--- src/rtl/alu_share_arbiter.sv ---
// alu_share_arbiter: round-robin sharing of one signed 5-bit ALU among N requesters with tagged valid/ready responses; ports: clk/rst, req_* command inputs with one-hot req_ready, alu_* ALU pins and alu_c result, rsp_* response, busy
module alu_share_arbiter #(
  parameter int N = 4,
  parameter int ALU_LAT = 1,
  localparam int IDW = (N > 1) ? $clog2(N) : 1
) (
  input  logic                  clk,
  input  logic                  rst,
  input  logic [N-1:0]          req_valid,
  output logic [N-1:0]          req_ready,
  input  logic [N-1:0]          req_a_en,
  input  logic [N-1:0]          req_b_en,
  input  logic [3*N-1:0]        req_a_op,
  input  logic [2*N-1:0]        req_b_op,
  input  logic [5*N-1:0]        req_A,
  input  logic [5*N-1:0]        req_B,
  output logic                  alu_en,
  output logic                  alu_a_en,
  output logic                  alu_b_en,
  output logic [2:0]            alu_a_op,
  output logic [1:0]            alu_b_op,
  output logic signed [4:0]     alu_A,
  output logic signed [4:0]     alu_B,
  input  logic signed [5:0]     alu_c,
  output logic                  rsp_valid,
  input  logic                  rsp_ready,
  output logic [IDW-1:0]        rsp_id,
  output logic signed [5:0]     rsp_c,
  output logic                  rsp_err,
  output logic                  busy
);
  typedef enum logic [1:0] {IDLE, ISSUE, WAIT, RESP} state_t;
  state_t state_q, state_d;
  logic [IDW-1:0] ptr_q, id_q, gnt_id;
  logic found, legal, accept;
  logic a_en_q, b_en_q, err_q;
  logic [2:0] a_op_q, cnt_q;
  logic [1:0] b_op_q;
  logic signed [4:0] a_q, b_q;
  logic signed [5:0] c_q;
  int j;
  always_comb begin
    found = 1'b0;
    gnt_id = '0;
    j = 0;
    for (int k = 1; k <= N; k++) begin
      j = (int'(ptr_q) + k) % N;
      if (!found && req_valid[IDW'(j)]) begin
        found = 1'b1;
        gnt_id = IDW'(j);
      end
    end
  end
  assign accept = (state_q == IDLE) && found;
  assign legal = req_a_en[gnt_id] ^ req_b_en[gnt_id];
  assign req_ready = accept ? N'(1) << gnt_id : '0;
  always_comb begin
    state_d = (state_q == IDLE)  ? (found ? (legal ? ISSUE : RESP) : IDLE) :
              (state_q == ISSUE) ? WAIT :
              (state_q == WAIT)  ? ((cnt_q == 3'd1) ? RESP : WAIT) :
                                   (rsp_ready ? IDLE : RESP);
    alu_en = state_q == ISSUE;
    alu_a_en = alu_en & a_en_q;
    alu_b_en = alu_en & b_en_q;
    alu_a_op = alu_en ? a_op_q : '0;
    alu_b_op = alu_en ? b_op_q : '0;
    alu_A = alu_en ? a_q : '0;
    alu_B = alu_en ? b_q : '0;
    rsp_valid = state_q == RESP;
    rsp_id = rsp_valid ? id_q : '0;
    rsp_c = rsp_valid ? c_q : '0;
    rsp_err = rsp_valid & err_q;
    busy = state_q != IDLE;
  end
  always_ff @(posedge clk or posedge rst) begin
    if (rst) begin
      state_q <= IDLE;
      ptr_q <= IDW'(N - 1);
      id_q <= '0;
      a_en_q <= 1'b0;
      b_en_q <= 1'b0;
      a_op_q <= '0;
      b_op_q <= '0;
      a_q <= '0;
      b_q <= '0;
      cnt_q <= '0;
      c_q <= '0;
      err_q <= 1'b0;
    end else begin
      state_q <= state_d;
      if (accept) begin
        ptr_q <= gnt_id;
        id_q <= gnt_id;
        a_en_q <= req_a_en[gnt_id];
        b_en_q <= req_b_en[gnt_id];
        a_op_q <= req_a_op[3*gnt_id +: 3];
        b_op_q <= req_b_op[2*gnt_id +: 2];
        a_q <= req_A[5*gnt_id +: 5];
        b_q <= req_B[5*gnt_id +: 5];
        c_q <= '0;
        err_q <= !legal;
      end
      if (state_q == ISSUE) cnt_q <= 3'(ALU_LAT);
      if (state_q == WAIT) begin
        cnt_q <= cnt_q - 3'd1;
        if (cnt_q == 3'd1) begin
          c_q <= alu_c;
          err_q <= 1'b0;
        end
      end
    end
  end
endmodule

--- config.mk ---
export PLATFORM = sky130hd
export DESIGN_NAME = alu_share_arbiter
export DESIGN_NICKNAME = d
export VERILOG_FILES = /design/src/rtl/alu_share_arbiter.sv
export SDC_FILE = /design/constraint.sdc
export NUM_CORES = 1
export LEC_CHECK = 0
export CAP_MARGIN = 20
export CORE_ASPECT_RATIO = 1.5
export CORE_MARGIN = 8
export CORE_UTILIZATION = 29
export CTS_BUF_LIST = sky130_fd_sc_hd__clkbuf_16
export DETAILED_ROUTE_END_ITERATION = 10
export SLEW_MARGIN = 5
export SYNTH_ARGS = -nofsm -noshare
export SYNTH_HDL_FRONTEND = slang
export SYNTH_SLANG_ARGS = --single-unit
--- constraint.sdc ---
create_clock -name clk -period 2.4 [get_ports clk]
set_clock_uncertainty 0.2 [all_clocks]
set_input_delay 0.48 -clock clk [delete_from_list [all_inputs] [get_ports clk]]
set_output_delay 0.48 -clock clk [all_outputs]
set_load 0.01 [all_outputs]
==> out/results.env <==
GLOBAL_ROUTE.USAGE.TOTAL_PCT=15.1
DR.PASS1.ITERS=5
CORE_REGION_UM2=7910
DIE-AREA_UM2=11200
FINAL.FILL_COUNT=803
FINAL_NETS=483
GRT_ANTENNA_BEFORE_REPAIR=0
VDD_DROP_MAX_mV=0.586
HOLD_VIOL=0
RRSETUPSLACK_PS=-60
DIE_W_UM=89.3
P_PER_AREA_nW_PER_UM2=1010
OVERFLOW=0
HP-CLASS='reg2reg'
CP_CELL_SEQUENCE='buf_6 -> nand2_4 -> a31oi_4 -> buf_6 -> and2_4 -> buf_6 -> mux2_4 -> a222oi_1 -> o21ai_1'
SYNTH_WARNINGS=0
DPL-INSTANCE-AREA_UM2=3750
CLOCK-SINKS=33
CLOCK_INSERTION_DELAY_AT_THE_LATER_PIN_OF_THE_SKEW_REPORT_PS=270
MOST_USED_CELL_ALONG_THE_CRITICAL_PATH='buf_6'
CRITICALPATHCATEGORY='reg2reg'
TIGHTEST_SLEW_PS=441
POST-ROUTE-PERIOD-UTIL_PCT=102
FIRST_GLOBAL_VIAS=2732
ROUTEDWLPERCELL_UM=17.1
LAYOUTNONFILLERINSTCOUNT=502
CELLS_ON_WORST_REG2REG_PATH=9
INSERTEDDIODECOUNT=0
VIA_COUNT=2474
RUN_STATUS='finished with violations'
SYNTH_CELLS=249
YOSYSSEQAREASHARE_PCT=35.4
PLACE.PORT_BUFFERS=113
CRIT_PATH_START_KIND='register'
REQ_TIME_CRIT_PATH_PS=2350
HOLDBUFCOUNTCTS=0
HTREEDEPTH=2
SYN2LAYOUT_AREA_GROWTH_PCT=75.6
FLOORPLAN.DIE.HEIGHT_UM=126
PLACEDCELLCOUNT=478
POST_ROUTE_CELLS_DRIVE_ABOVE_1_SHARE_PCT=26.4
SYN_NETS=336
R2R_PATH_END='b_q[3]$_DFFE_PP0P_'
INITIAL_UTIL_PCT=29.6
CRITPATHMAXFANOUT=5
FINAL_AREA_UM2=4110
LEAKAGEPOWER_nW=1.90
POST-LAYOUT-TOTAL-POWER_mW=4.14
CRIT_PATH_END_KIND='register'
GP_ROUTABILITY_CONGESTION=0.834
ROUTE.ANTENNA.REMAINING_NETS=0
TRITONCTS='built'
GRT_START_MAX_NET_PINS=34
GRT_SETUP_UNREPAIRED='yes'
VIA_PER_INST=4.93
SLEW_HEADROOM_PCT=70.6
CLKSLEWWORSTSETUPHOLDPATHS_PS=60
FINAL_MAX_SLEW_VIOL_COUNT=0
MOST_FREQUENT_STANDARD_CELL_IN_THE_LAYOUT_EXCLUDING_FILL_AND_TAP_CELLS='clkdlybuf4s50_1'
HOLD_PATH_ORIGIN='b_en_q$_DFFE_PP0P_'
SYNTH_AREA_PER_CELL_UM2=9.39
YOSYS_REGISTER_BITS=33
DRT-INITIAL-DRC-COUNT=107
POST-ROUTE-MIN-PERIOD_PS=2460
CP_SLOWEST_CELL='dfstp_2'
FINALSETUPVIOLATIONS=12
DRV_CAP=0
HOLD_PATH_END='b_en_q$_DFFE_PP0P_'
R2R-START='ptr_q[1]$_DFFE_PP1P_'
YS_TYPES=50
LAYOUT.CELLS.MOST_COMMON_LIST='clkdlybuf4s50_1 (86), buf_4 (35), nand2_1 (34)'
ROW_COUNT=40
SLOWEST_DELAY_PS=580
TIMING.FINAL.WS_SETUP_PS=-56.0
CTS-BUFFERS-INSERTED=5
CRITICAL_PATH_ARRIVAL_PS=2410
FLOORPLAN.IO_PINS=114
MAX_CLOCK_BUF_DEPTH=2
GRT_PASS1_WL_UM=13300
DETAIL_ROUTE.WIRELENGTH_UM=8600
CLOCK_ROOT_BUFFER='clkbuf_16'
DRT_DRC_VIOLATIONS_LEFT=0
TIMING.FMAX_MHz=407
HOLD_PATH_DEPTH=2
SYNTH.CELL_AREA_UM2=2340
FAILED_CHECKS='negative setup slack'
DP_HPWL_UM=6340
[state kept, by name, summed over array words and instances, names as in the netlist]
name and flops:
err_q 1, b_en_q 1, b_q 5, a_en_q 1, b_op_q 2, cnt_q 3, a_q 5, a_op_q 3
c_q 6, ptr_q 2, state_q 2, id_q 2
[synth_stat cells, drive strengths merged]
library cell,n,area share (%)
clkbuf,11,1.8
a222oi,15,6.4
inv,9,1.4
ha,6,3.2
o221a,2,0.96
mux2i,1,0.43
mux2,15,8.4
or2b,2,0.64
nor2b,3,1.1
a21o,2,0.64
nor3,3,0.64
nand2,36,5.9
nor3b,1,0.32
o22ai,2,0.80
o21a,3,0.96
nor2,5,1.1
a21bo,2,0.86
o21ai,29,6.4
a21oi,5,1.1
o41ai,2,1.9
o211a,1,0.43
a32o,1,0.43
o21bai,1,0.48
nand2b,1,0.27
a21boi,1,0.32
o31ai,4,1.3
o21ba,1,0.43
nand3,5,1.1
and2,29,7.9
o32ai,1,0.70
dfstp,2,2.2
and3,5,1.3
nand3b,1,0.32
a211oi,2,0.64
buf,8,3.2
dfrtp,31,33
a31oi,1,0.91
[critical path, delay by kind of cell, from the launching register on]
kind,cells,cell delay [ps]
muxes,1,280
and+or+nand+nor,2,250
AOI/OAI and AO/OA,3,610
DFF,1,580
buffers and inverters,3,390
[layout make-up]
class                           count  area [µm²]  share of cell area [%]
Inverter                            9        33.8                   0.823
Tap cell                          105         131                    3.20
Timing Repair Buffer              158        1490                    36.3
Sequential cell                    33         828                    20.2
Multi-Input combinational cell    189        1480                    36.0
Clock inverter                      3        17.5                   0.427
Clock buffer                        5         125                    3.05
[metal layers]
| layer | track usage (%) | vias up | part of all wire (%) |
|---|---|---|---|
| li1 | - | 1197 | - |
| met1 | 15.1 | 1162 | 35 |
| met2 | 27.5 | 101 | 54 |
| met3 | 5.27 | 14 | 8.5 |
| met4 | 5.12 | 0 | 2.3 |
| met5 | 0 | - | 0 |
[repair_timing]
action / CTS / global route
setup buffers: 8 / 7
gates cloned: 0 / 1
gates resized for setup: 52 / 30
endpoints found under the setup margin: 48 / 25
pin swaps: 7 / 20
[how the worst max path moves through the flow]
stage,startpoint,to,slack [ps],cells after the start
floorplan,ptr_q[1]$_DFFE_PP1P_,req_ready[2],10,7
global placement,req_valid[2],req_ready[0],-620,8
detailed placement,req_valid[1],req_ready[3],-620,6
CTS,ptr_q[1]$_DFFE_PP1P_,req_ready[2],-3,6
global route,ptr_q[1]$_DFFE_PP1P_,b_q[3]$_DFFE_PP0P_,-140,9
finish,ptr_q[1]$_DFFE_PP1P_,b_q[3]$_DFFE_PP0P_,-60,9
[per-stage QoR]
stage	hold slack [ps]	utilization [%]	setup slack (ps)	TNS, ps
after floorplan	240	-	12.4	0
after global placement	251	47.5	-616	-11650
after CTS	275	50.2	-2.62	-2.62
after detailed placement	263	47.5	-624	-13000
final	271	51.9	-56.0	-272
after global routing	303	51.9	-137	-1700
[kinds of logic (layout without fill, tap and decap cells)]
family                   Yosys count  after routing  share of synthesized area (%)
AO/OA/AOI/OAI                     75             75                           25.6
buffers and inverters             28            175                           6.37
adder cells (fa/ha/maj)            6              6                           3.21
flip-flops                        33             33                           35.4
multiplexers                      16             16                           8.78
AND/OR/NAND/NOR                   91             92                           20.6
[where the power goes]
group          internal (mW)  switching [mW]
Combinational           1.35            1.21
Clock                  0.380           0.244
Sequential             0.822           0.139
Note: power is estimated with default switching activity, not from simulation.
